`config.mk`:
```
export PLATFORM = sky130hd
export DESIGN_NAME = csr_wr_arbiter_flat
export DESIGN_NICKNAME = d
export VERILOG_FILES = /design/src/rtl/csr_wr_arbiter_if.sv /design/src/rtl/csr_wr_arbiter.sv /design/src/flat_wrapper.sv
export SDC_FILE = /design/constraint.sdc
export NUM_CORES = 1
export LEC_CHECK = 0
export ABC_AREA = 1
export BUFFER_PORTS_ARGS = -buffer_cell sky130_fd_sc_hd__buf_4
export CAP_MARGIN = 25
export CORE_UTILIZATION = 50
export CTS_BUF_LIST = sky130_fd_sc_hd__clkbuf_4 sky130_fd_sc_hd__clkbuf_8
export CTS_CLUSTER_DIAMETER = 100
export DETAILED_ROUTE_END_ITERATION = 8
export HOLD_SLACK_MARGIN = 0.03
export PLACE_DENSITY = 0.83
export SETUP_SLACK_MARGIN = 0.02
export SYNTH_ARGS = -nofsm -noshare
export SYNTH_HDL_FRONTEND = slang
export SYNTH_SLANG_ARGS = --single-unit
```
`constraint.sdc`:
```
create_clock -name clk -period 2.2 [get_ports clk]
set_clock_uncertainty 0.05 [all_clocks]
set_input_delay 0.33 -clock clk [delete_from_list [all_inputs] [get_ports clk]]
set_output_delay 0.33 -clock clk [all_outputs]
set_load 0.02 [all_outputs]
```
`src/rtl/csr_wr_arbiter_if.sv`:
```
// Bundles the requester-side and CSR-side signals of csr_wr_arbiter.
//   req/req_addr/req_data : per-requester write requests (flat, requester i at [i*W +: W])
//   ack/ack_err           : one-cycle completion pulse to the granted requester, err = timed out
//   csr_wr_*              : single write strobe + latched addr/data toward the CSR synchronizer,
//                           csr_wr_wait is the synchronizer busy back-pressure
//   busy/timeout_sticky   : status
// slave  : arbiter view. master : requesters + synchronizer view.
interface csr_wr_arbiter_if #(
  parameter int NREQ = 4,
  parameter int AW   = 8,
  parameter int DW   = 32
);
  logic [NREQ-1:0]    req;
  logic [NREQ*AW-1:0] req_addr;
  logic [NREQ*DW-1:0] req_data;
  logic [NREQ-1:0]    ack;
  logic               ack_err;
  logic               csr_wr_strobe;
  logic [AW-1:0]      csr_wr_addr;
  logic [DW-1:0]      csr_wr_data;
  logic               csr_wr_wait;
  logic               busy;
  logic               timeout_sticky;

  modport slave (
    input  req, req_addr, req_data, csr_wr_wait,
    output ack, ack_err, csr_wr_strobe, csr_wr_addr, csr_wr_data, busy, timeout_sticky
  );

  modport master (
    output req, req_addr, req_data, csr_wr_wait,
    input  ack, ack_err, csr_wr_strobe, csr_wr_addr, csr_wr_data, busy, timeout_sticky
  );
endinterface

```
`src/rtl/csr_wr_arbiter.sv`:
```
// Round-robin arbiter funnelling NREQ CSR write requesters into one CSR
// synchronizer port. Each transaction walks IDLE -> STROBE -> HOLD -> ACK:
// the winner's addr/data are latched in IDLE, a single strobe is issued,
// the FSM waits for csr_wr_wait to drop (or abandons after TIMEOUT HOLD
// cycles), then pulses ack to the winner.
// Ports: clk, rst_b (async active low), bus (csr_wr_arbiter_if.slave).
// All outputs are registered.
module csr_wr_arbiter #(
  parameter int NREQ    = 4,
  parameter int AW      = 8,
  parameter int DW      = 32,
  parameter int TIMEOUT = 255
) (
  input  logic             clk,
  input  logic             rst_b,
  csr_wr_arbiter_if.slave  bus
);
  localparam int GW = (NREQ > 1) ? $clog2(NREQ) : 1;

  typedef enum logic [1:0] {IDLE, STROBE, HOLD, ACK} state_t;

  state_t          state;
  logic [GW-1:0]   grant, last_grant;
  logic [15:0]     cnt;
  logic [AW-1:0]   addr_q;
  logic [DW-1:0]   data_q;
  logic [NREQ-1:0] ack_q;
  logic            err_q, strobe_q, busy_q, sticky_q;

  // Round-robin pick: first requesting index scanning up from last_grant+1.
  logic [GW-1:0]   win, idx;
  logic            found;

  always_comb begin
    win   = '0;
    idx   = '0;
    found = 1'b0;
    for (int k = 1; k <= NREQ; k++) begin
      idx = GW'((int'(last_grant) + k) % NREQ);
      if (!found && bus.req[idx]) begin
        found = 1'b1;
        win   = idx;
      end
    end
  end

  always_ff @(posedge clk or negedge rst_b) begin
    if (!rst_b) begin
      state      <= IDLE;
      grant      <= '0;
      last_grant <= GW'(NREQ - 1);  // so requester 0 wins the first arbitration
      cnt        <= '0;
      addr_q     <= '0;
      data_q     <= '0;
      ack_q      <= '0;
      err_q      <= 1'b0;
      strobe_q   <= 1'b0;
      busy_q     <= 1'b0;
      sticky_q   <= 1'b0;
    end else begin
      // pulse outputs default low; only the transitions below raise them
      strobe_q <= 1'b0;
      ack_q    <= '0;
      err_q    <= 1'b0;
      case (state)
        IDLE: begin
          if (found) begin
            grant    <= win;
            addr_q   <= bus.req_addr[win*AW +: AW];
            data_q   <= bus.req_data[win*DW +: DW];
            strobe_q <= 1'b1;
            busy_q   <= 1'b1;
            state    <= STROBE;
          end
        end
        STROBE: begin
          // csr_wr_wait is not looked at here; the synchronizer may still
          // report busy from the strobe cycle itself.
          cnt   <= '0;
          state <= HOLD;
        end
        HOLD: begin
          if (!bus.csr_wr_wait) begin
            ack_q <= NREQ'(1) << grant;
            state <= ACK;
          end else if (cnt == 16'(TIMEOUT - 1)) begin
            // TIMEOUT-th HOLD cycle still stalled: abandon the write
            ack_q    <= NREQ'(1) << grant;
            err_q    <= 1'b1;
            sticky_q <= 1'b1;
            state    <= ACK;
          end else begin
            cnt <= cnt + 16'd1;
          end
        end
        ACK: begin
          last_grant <= grant;
          busy_q     <= 1'b0;
          state      <= IDLE;
        end
        default: begin
          busy_q <= 1'b0;
          state  <= IDLE;
        end
      endcase
    end
  end

  assign bus.ack            = ack_q;
  assign bus.ack_err        = err_q;
  assign bus.csr_wr_strobe  = strobe_q;
  assign bus.csr_wr_addr    = addr_q;
  assign bus.csr_wr_data    = data_q;
  assign bus.busy           = busy_q;
  assign bus.timeout_sticky = sticky_q;
endmodule

```
`src/flat_wrapper.sv`:
```
// flat-port wrapper written by rule: the top's interface ports become plain ports
module csr_wr_arbiter_flat 
#(
  parameter int NREQ    = 4,
  parameter int AW      = 8,
  parameter int DW      = 32,
  parameter int TIMEOUT = 255
)
  (clk, rst_b, bus_req, bus_req_addr, bus_req_data, bus_csr_wr_wait, bus_ack, bus_ack_err, bus_csr_wr_strobe, bus_csr_wr_addr, bus_csr_wr_data, bus_busy, bus_timeout_sticky);
  csr_wr_arbiter_if #(.NREQ(NREQ), .AW(AW), .DW(DW)) bus_i ();
  input  logic clk;
  input  logic rst_b;
  input wire logic [$bits(bus_i.req)-1:0] bus_req;
  input wire logic [$bits(bus_i.req_addr)-1:0] bus_req_addr;
  input wire logic [$bits(bus_i.req_data)-1:0] bus_req_data;
  input wire logic [$bits(bus_i.csr_wr_wait)-1:0] bus_csr_wr_wait;
  output wire logic [$bits(bus_i.ack)-1:0] bus_ack;
  output wire logic [$bits(bus_i.ack_err)-1:0] bus_ack_err;
  output wire logic [$bits(bus_i.csr_wr_strobe)-1:0] bus_csr_wr_strobe;
  output wire logic [$bits(bus_i.csr_wr_addr)-1:0] bus_csr_wr_addr;
  output wire logic [$bits(bus_i.csr_wr_data)-1:0] bus_csr_wr_data;
  output wire logic [$bits(bus_i.busy)-1:0] bus_busy;
  output wire logic [$bits(bus_i.timeout_sticky)-1:0] bus_timeout_sticky;
  assign bus_i.req = bus_req;
  assign bus_i.req_addr = bus_req_addr;
  assign bus_i.req_data = bus_req_data;
  assign bus_i.csr_wr_wait = bus_csr_wr_wait;
  assign bus_ack = bus_i.ack;
  assign bus_ack_err = bus_i.ack_err;
  assign bus_csr_wr_strobe = bus_i.csr_wr_strobe;
  assign bus_csr_wr_addr = bus_i.csr_wr_addr;
  assign bus_csr_wr_data = bus_i.csr_wr_data;
  assign bus_busy = bus_i.busy;
  assign bus_timeout_sticky = bus_i.timeout_sticky;
  csr_wr_arbiter #(.NREQ(NREQ), .AW(AW), .DW(DW), .TIMEOUT(TIMEOUT)) u_core (.clk(clk), .rst_b(rst_b), .bus(bus_i));
endmodule
```
Word level (Yosys, flattened, before mapping)
Cells that the tools add are included.
- bits in registers: 70
- latch bits: 0
- bits in writable memories: 0
- memory bits (read-only): 0
- input port bits: 167
- output and inout port bits: 48
- word-level logic and storage cells: 78
- memories: 0
- add/subtract/negate cells: 5
- $mul: 0
- divide/modulo/power cells: 0
- $lt $le $gt $ge: 4
- equality and inequality tests: 8
- shift operators: 3
- multiplexer cells: 33
- bitwise gates (word level): 0
- reductions and logical operators: 14
- operators with widths (kind ; count):
    $shiftx A128 B8 Y32 ; 1
    $mux W16 ; 2
    $pmux W16 S2 ; 1
    $shiftx A32 B6 Y8 ; 1
    $add A16 B1 Y16 const B ; 1
    $eq A16 B8 Y1 const B ; 1
    $mux W1 ; 14
    $mux W2 ; 7
    $lt A2 B3 Y1 const B ; 4
    $mux W4 ; 3
    $bmux W1 S2 ; 4
    $pmux W2 S4 ; 1
    $reduce_and A2 Y1 ; 3
    $reduce_and A3 Y1 ; 2
    $add A2 B1 Y2 const B ; 2
    $add A2 B2 Y2 const B ; 2
    $eq A2 B2 Y1 const B ; 2
    $ne A2 B2 Y1 const B ; 2
    $reduce_bool A2 Y1 ; 2
    $shl A1 B2 Y4 const A ; 1
    $logic_and A1 B1 Y1 ; 3
    $logic_not A1 Y1 ; 3
    $ne A3 B2 Y1 const B ; 1
    $eq A2 B1 Y1 const B ; 1
    other kinds (3) ; 3

Logic depth before layout (Yosys ltp)
Gate-level depths: netlist (run 1).
- word-level depth: 15
- mapped depth: 17
- gate-level depth less buffers: 14

Least setup slack after synthesis (run 1)
No wires, ideal clock.
- kind: flip-flop to flip-flop
- start point: reg u_core.last_grant[0]
- end point: reg u_core.data_q[20], in the netlist u_core.bus.csr_wr_data[20]
- setup time: 124 ps
- arrival: 1838 ps
- data required time: 2026 ps
- path slack: 188 ps
- stages on the path, launching flop included: 15
- path buffers: 2
- period minus slack after synthesis: 2012 ps
- path through: dfstp_2 > buf_4 > inv_4 > nand2_1 > nand2_1 > nand2_1 > nand2_1 > nand2_1 > nand2_1 > nand2_2 > nand3_4 > clkbuf_2 > or2_2 > nand3_1 > nand3_1
- word-level cells in the longest chain between the ends: 14
- elaborated cells on any way between the ends: 28
- classes of those cells: add/sub (4); shift (1); mux (16); reduce/logical (7)
- RTL lines (item ; line ; source):
    start, declared ; csr_wr_arbiter.sv:23 ; logic [GW-1:0] grant, last_grant;
    start signal, assigned ; csr_wr_arbiter.sv:51 ; last_grant <= GW'(NREQ - 1);
    start signal, assigned ; csr_wr_arbiter.sv:97 ; last_grant <= grant;
    $add A2 B1 Y2 ; csr_wr_arbiter.sv:39 ; idx = GW'((int'(last_grant) + k) % NREQ);
    $bmux W1 S2 ; csr_wr_arbiter.sv:40 ; if (!found && bus.req[idx]) begin
    $mux W1 (implied by the code) ; csr_wr_arbiter.sv:40 ;
    $mux W1 ; csr_wr_arbiter.sv:40 ;
    $logic_not A1 Y1 ; csr_wr_arbiter.sv:40 ;
    $logic_and A1 B1 Y1 ; csr_wr_arbiter.sv:40 ;
    $mux W1 ; csr_wr_arbiter.sv:40 ;
    $logic_not A1 Y1 ; csr_wr_arbiter.sv:40 ;
    $logic_and A1 B1 Y1 ; csr_wr_arbiter.sv:40 ;
    $mux W1 ; csr_wr_arbiter.sv:40 ;
    $logic_not A1 Y1 ; csr_wr_arbiter.sv:40 ;
    $logic_and A1 B1 Y1 ; csr_wr_arbiter.sv:40 ;
    $mux W2 or $mux W1 (tied branches) ; csr_wr_arbiter.sv:40 ;
    $shiftx A128 B8 Y32 or $reduce_and A2 Y1 (tied branches) ; n/a ;
    end signal, assigned ; csr_wr_arbiter.sv:70 ; data_q <= bus.req_data[win*DW +: DW];
    end, declared ; csr_wr_arbiter.sv:26 ; logic [DW-1:0] data_q;
Several ways; a longest one is shown, not always the timed one. The select of a mux whose other input is x is not followed.
A chain may end at the register's enable or synchronous reset.

Final worst setup path (run 1)
- start point: reg u_core.last_grant[0]
- end point: reg u_core.data_q[9], in the netlist u_core.bus.csr_wr_data[9]
The elaborated chain is that of the path after synthesis.

==> summary.json, run 1 <==
{
  "p_per_area_mw_per_mm2": 1660,
  "areaGrowthSynthToFinish_pct": 48.1,
  "core-area_mm2": 0.00986,
  "report.power.total_mw": 12.6,
  "synth-seq-area-share_pct": 34.2,
  "finalCritPeriodShare_pct": 104,
  "yosys_warnings": 0,
  "via_count": 5990,
  "r2r_start": "u_core.last_grant[0]",
  "setup.worst_path.end_class": "flip-flop",
  "rsz0062_at_grt": "true",
  "antenna_cells": 0,
  "place.port_buffers": 214,
  "critical_path.reg2reg.endpoint": "u_core.bus.csr_wr_data[9]",
  "final.fill_count": 758,
  "p_comb_share_pct": 72.5,
  "syn_area_mm2": 0.00513,
  "cts_root_buffer": "clkbuf_8",
  "sw_frac_of_total_pct": 48.1,
  "report.final.slew_viol_count": 0,
  "worst-slew-pin-transition_ps": 591,
  "num-nets-final": 1211,
  "worst_r2r_path_depth": 15,
  "ant_nets": 0,
  "dominantRegCellSynth": "dfrtp_1",
  "detailed_place_hpwl_um": 11600,
  "timing.max_slew.rel_slack_pct": 60.6,
  "cts.reportedPaths.clkPinSlew_ps": 80,
  "tritoncts_num_sinks": 70,
  "postSynthCellCount": 810,
  "synth_seq_cells": 70,
  "start_util_pct": 52.0,
  "synth_nets": 983,
  "mostFrequentLayoutCell": "nand2_1",
  "grt_pass1_wl_um": 24400,
  "violations": "negative setup slack",
  "gp_routability_congestion": 0.901,
  "worst-setup-path-type": "flip-flop to flip-flop",
  "floorplan.die.width_um": 103,
  "antenna_found_initial": 0,
  "timing.hold.worst_endpoint": "u_core.bus.ack_err",
  "worst_hold_startpoint": "bus_csr_wr_wait",
  "cp_data_required_time_ps": 2390,
  "power.leakage_nw": 4.39,
  "global_route.overflow_total": 0,
  "peakVddDrop_uv": 977,
  "clock_power_share_pct": 10.5,
  "post_route_cells_drive_above_1_share_pct": 31.0,
  "num_io_pins": 215,
  "maxCapViolCount": 0,
  "max_freq_ghz": 0.435,
  "async_flop_share_pct": 100,
  "layout.core_utilization_pct": 77.0,
  "clk_latency_ps": 350,
  "finalHoldViolations": 0,
  "final_period_demand_of_the_worst_path_ps": 2300,
  "detail_route.wirelength_um": 16500,
  "worstSetupStartpointType": "flip-flop",
  "dr.pass1.iters": 5,
  "first_global_vias": 5325,
  "die_area_mm2": 0.0107,
  "arrival_ps": 2480,
  "hold_path.class": "input pin to flip-flop",
  "drt_iter0_markers": 239,
  "sequential_cell_area_mm2": 0.00175,
  "place_worst_setup_slack_ps": -23.4,
  "p_int_mw": 6.53,
  "worst_hold_path.num_cells": 3,
  "tritoncts": "yes",
  "die_h_um": 103,
  "synth.distinct_cells": 32,
  "global_route_usage_sum_pct": 29.7,
  "htree_num_levels": 3,
  "layout_common_cells": "250 x nand2_1, 242 x buf_4, 150 x inv_1",
  "synth-edff-count": 0,
  "synthesis.area_per_instance_um2": 6.33,
  "final.hold.worst_slack_ps": 192,
  "synth_top_area_share_pct": 33.2,
  "drt_drc_violations_left": 0,
  "grt_max_degree": 45,
  "cp_max_fo": 14,
  "clockBufferDepth": 2,
  "floorplan.rows": 36,
  "reg_power_share_pct": 16.9,
  "finalWorstSetupSlack_ps": -97.1,
  "synth_largest_area_cell": "dfrtp_1",
  "setup_viol_count_final": 33,
  "netlist_top_cells_area": "dfrtp_1 33%, nand2_1 19%, nand3_1 11%, inv_1 11%, nand4_1 6.0%",
  "cts_inserted_buffers": 9,
  "wire_per_inst_um": 14.0,
  "run_status": "finished, violations left",
  "post_drt_via_cell_ratio": 5.09,
  "total_switching_power_mw": 6.06,
  "multi_input_comb_area_mm2": 0.00268,
  "ff2ff_setup_slack_ps": -100
}
routing by layer:
metal  track usage (%)  routed length [um]
met1              36.4                6910
met2              52.1                7850
met3              5.85                1350
met4              10.5                 366
met5                 0                   0
flip-flops by register name, summed over array words and instances (netlist names):
name and cells:
u_core.bus.ack 4, u_core.bus.ack_err 1, u_core.bus.busy 1, u_core.bus.csr_wr_addr 8, u_core.bus.csr_wr_data 32, u_core.bus.csr_wr_strobe 1, u_core.bus.timeout_sticky 1, u_core.cnt 16
u_core.grant 2, u_core.last_grant 2, u_core.state 2
repair_timing:
item                                    in CTS  in global routing
cloned                                       0                  4
setup buffers                                2                 12
endpoints found under the setup margin      32                 45
pin swaps                                    1                  7
hold buffers                                 1                  0
gates resized for setup                      9                 18
hold endpoints to repair                    41                  0
cells by family after synthesis:
kind of cell	synth area share, %
flip-flops	34.2
AO/OA/AOI/OAI	3.00
adder cells (fa/ha/maj)	1.46
buffers and inverters	15.3
XOR/XNOR	1.02
AND/OR/NAND/NOR	45.0
final cells by class:
type                       instances  share of cell area (%)
sequential                        70                    23.1
multi-input combinational        543                    35.3
clock buffer                      10                    1.81
inverter                         154                    7.64
timing repair buffer             260                    28.4
clock inverter                     6                    1.53
tap                              133                    2.19
worst max-delay path by stage:
stage,from,endpoint,slack (ps),cells past startpoint
after global routing,u_core.last_grant[0],u_core.bus.csr_wr_data[26],-200,14
after floorplan,u_core.last_grant[0],u_core.bus.csr_wr_data[20],190,14
after CTS,u_core.last_grant[0],u_core.bus.csr_wr_data[24],20,13
final,u_core.last_grant[0],u_core.bus.csr_wr_data[9],-100,15
after detailed placement,u_core.last_grant[0],u_core.bus.csr_wr_addr[3],-20,13
after global placement,u_core.last_grant[0],u_core.bus.csr_wr_data[20],30,13
metrics by stage:
| stage | instance area [um2] | cells | setup TNS [ps] |
|---|---|---|---|
| floorplan | 5130 | 810 | 0 |
| finish | 7600 | 1176 | -1530 |
| global route | 7600 | 1176 | -5730 |
| CTS | 7330 | 1160 | 0 |
| detailed placement | 7010 | 1141 | -108 |
| global placement | 7010 | 1141 | 0 |
cells in the mapped netlist (7+ instances only):
cell	number
a21oi_1	7
nand4_1	49
nor2_1	21
or2_2	15
o21ai_0	20
buf_2	14
or2_1	20
nand3_1	116
inv_1	150
buf_1	10
dfrtp_1	68
clkbuf_1	13
nand2_1	262
power groups by stage:
stage,combinational [mW],sequential [mW],clock [mW]
2_1_floorplan,4.76,2.53,0
3_3_place_gp,7.57,2.14,0
3_5_place_dp,7.72,2.15,0
4_1_cts,7.87,2.14,1.34
5_1_grt,9.91,2.19,1.40
6_report,9.13,2.13,1.32
critical path, stage by stage (launching register included):
cell and delay (ps):
dfstp_2 600, inv_4 70, nand2_1 100, nand2_1 70, nand2_1 110, nand2_2 80, nor2_4 130, nand3_4 140
nand3_4 170, buf_4 180, clkbuf_16 170, nand2_1 50, nand3_1 70, nand2_1 70, nand2_1 80, nand2_1 50
Power figures use the tool's default switching activity.
==> run 2: changes to the inputs <==
--- a/config.mk
+++ b/config.mk
@@ -5,15 +5,14 @@
 export SDC_FILE = /design/constraint.sdc
 export NUM_CORES = 1
 export LEC_CHECK = 0
-export ABC_AREA = 1
 export BUFFER_PORTS_ARGS = -buffer_cell sky130_fd_sc_hd__buf_4
-export CAP_MARGIN = 25
-export CORE_UTILIZATION = 50
+export CAP_MARGIN = 20
+export CORE_UTILIZATION = 52
 export CTS_BUF_LIST = sky130_fd_sc_hd__clkbuf_4 sky130_fd_sc_hd__clkbuf_8
 export CTS_CLUSTER_DIAMETER = 100
 export DETAILED_ROUTE_END_ITERATION = 8
 export HOLD_SLACK_MARGIN = 0.03
-export PLACE_DENSITY = 0.83
+export PLACE_DENSITY = 0.89
 export SETUP_SLACK_MARGIN = 0.02
 export SYNTH_ARGS = -nofsm -noshare
 export SYNTH_HDL_FRONTEND = slang
==> constraint.sdc (replaced) <==
create_clock -name clk -period 2.8 [get_ports clk]
set_clock_uncertainty 0.05 [all_clocks]
set_input_delay 0.42 -clock clk [delete_from_list [all_inputs] [get_ports clk]]
set_output_delay 0.42 -clock clk [all_outputs]
set_load 0.02 [all_outputs]
==> summary.json, run 2 <==
{
  "wire_per_inst_um": 18.9,
  "floorplan.die.width_um": 94.6,
  "flip_flop_count_of_the_largest_register_all_copies_and_words_added": 32,
  "synthesis.area_per_instance_um2": 9.45,
  "grt_max_degree": 71,
  "layout_common_cells": "221 x buf_4, 68 x dfrtp_1, 58 x nor2_1",
  "max_freq_ghz": 0.371,
  "via_count": 4778,
  "antenna_cells": 0,
  "place.port_buffers": 214,
  "cts_root_buffer": "clkbuf_8",
  "rsz0062_at_grt": "false",
  "detailed_place_hpwl_um": 10700,
  "antenna_found_initial": 0,
  "grt_pass1_wl_um": 22000,
  "worstSetupStartpointType": "flip-flop",
  "setup_viol_count_final": 0,
  "mostFrequentLayoutCell": "buf_4",
  "post_route_cells_drive_above_1_share_pct": 43.7,
  "synth_largest_area_cell": "dfrtp_1",
  "drt_drc_violations_left": 0,
  "cts.reportedPaths.clkPinSlew_ps": 90,
  "report.final.slew_viol_count": 0,
  "die_area_mm2": 0.00895,
  "finalHoldViolations": 0,
  "peakVddDrop_uv": 458,
  "place.detailed.instances": 763,
  "num-nets-final": 843,
  "ctsResizeCount": 0,
  "cts_inserted_buffers": 9,
  "first_global_vias": 4632,
  "synth_seq_cells": 70,
  "cp_max_fo": 24,
  "dr.pass1.iters": 5,
  "final_cell_count_no_fill": 780,
  "fin_tns_setup_ps": 0,
  "most_used_standard_cell_by_instance_count_after_synthesis": "dfrtp_1",
  "global_route_usage_sum_pct": 32.1,
  "tritoncts_num_sinks": 70,
  "synth-edff-count": 0,
  "synth.distinct_cells": 45,
  "hold_path.class": "input pin to asynchronous set/reset pin",
  "hold_buffer_count_at_cts": 0,
  "synth_nets": 645,
  "start_util_pct": 54.0,
  "post_drt_via_cell_ratio": 6.13,
  "arrival_ps": 2910,
  "die_h_um": 94.6,
  "yosys_warnings": 0,
  "drt_iter0_markers": 354,
  "synth-seq-area-share_pct": 39.3,
  "final_period_demand_of_the_worst_path_ps": 2700,
  "num_io_pins": 215,
  "power.leakage_nw": 2.98,
  "post_synth_most_frequent_cells": "68 x dfrtp_1, 59 x nor2_1, 50 x nand2_1",
  "worst-slew-pin-transition_ps": 1120,
  "clk_latency_ps": 340,
  "detail_route.wirelength_um": 14700,
  "gp_routability_congestion": 0.863,
  "p_per_area_mw_per_mm2": 925,
  "async_flop_share_pct": 100,
  "htree_num_levels": 3,
  "worst-setup-path-type": "flip-flop to flip-flop",
  "postSynthCellCount": 472,
  "syn_area_mm2": 0.00446,
  "cp_data_required_time_ps": 3010,
  "dominantRegCellSynth": "dfrtp_1",
  "finalCritPeriodShare_pct": 96.3,
  "areaGrowthSynthToFinish_pct": 41.8,
  "run_status": "completed",
  "netlist_top_cells_area": "dfrtp_1 38%, a211oi_2 11%, mux2i_1 9.2%, a211oi_1 6.7%, nor3_1 5.1%",
  "timing.max_slew.rel_slack_pct": 25.3,
  "maxCapViolCount": 0,
  "post_cts.repair.setup_buffers": 0,
  "core-area_mm2": 0.00826,
  "tritoncts": "yes",
  "ant_nets": 0,
  "setup.worst_path.end_class": "flip-flop",
  "floorplan.rows": 33,
  "global_route.overflow_total": 0,
  "clockBufferDepth": 2,
  "synth_top_area_share_pct": 38.2
}
-- run 2: changes by cell type after synthesis, sizes merged, moves of 39 or more --
cell / change
nand2: -215
inv: -150
nand3: -112
a211oi: +80
mux2i: +41
nand4: -40
nor3: +39
-- run 2: logic make-up (layout without fill, tap and decap cells) --
family          Yosys count  after routing  synth area share (%)
compound gates          102            102                  21.2
xor+xnor                 11             11                  2.16
fa+ha+maj                 6              6                  1.68
buf+inv                  41            243                  4.83
flops                    70             70                  39.3
mux                      44             44                  9.96
simple gates            198            199                  20.8
-- run 2: routing by layer --
| layer | up-vias | GRT usage (%) | part of all wire (%) |
|---|---|---|---|
| li1 | 2127 | - | - |
| met1 | 2262 | 38.8 | 37 |
| met2 | 329 | 54.7 | 51 |
| met3 | 60 | 5.31 | 9.0 |
| met4 | 0 | 16.5 | 3.8 |
| met5 | - | 0 | 0 |
-- run 2: final cells by class --
class	instances	area [um2]
Clock inverter	6	63.8
Fill cell	545	1930
Timing Repair Buffer	223	1700
Clock buffer	10	131
Multi-Input combinational cell	362	2530
Tap cell	105	131
Sequential cell	70	1750
Inverter	4	15.0
-- run 2: path summary, 6_finish.rpt --
check / from / to / slack, ps / cells after the start
worst max-delay path: u_core.last_grant[0] / u_core.bus.csr_wr_addr[2] / 100 / 6
worst min-delay path: rst_b / u_core.bus.csr_wr_data[2] / 150 / 1
worst max register to register: u_core.last_grant[0] / u_core.bus.csr_wr_addr[2] / 100 / 6
worst min register to register: u_core.bus.timeout_sticky / u_core.bus.timeout_sticky / 430 / 1
max in group asynchronous: rst_b / u_core.bus.csr_wr_data[24] / 1990 / 1
min in group clk: bus_csr_wr_wait / u_core.bus.ack_err / 340 / 3
-- run 2: power breakdown --
| group | internal (mW) | switching, mW |
|---|---|---|
| sequential | 1.41 | 0.302 |
| combinational | 1.39 | 1.93 |
| clock | 0.420 | 0.398 |
| total | 3.22 | 2.63 |
-- run 2: worst max-delay path, stage by stage, from the launching register on --
cell,delay [ps]
dfstp_2,610
nand2b_1,150
a21oi_1,120
o31ai_4,950
buf_4,390
a211oi_1,90
a211oi_2,240
-- run 2: per-stage QoR --
stage          power, mW  cell area, um2  setup WS, ps  utilization [%]  hold WS (ps)
4_1_cts             5.81            6320           170             76.5           167
2_1_floorplan       3.84            4460           765                -          74.4
6_report            5.85            6320           105             76.6           152
3_3_place_gp        4.83            6100           257             73.9           406
3_5_place_dp        4.99            6120           162             74.2           420
5_1_grt             6.17            6320          40.0             76.6           224
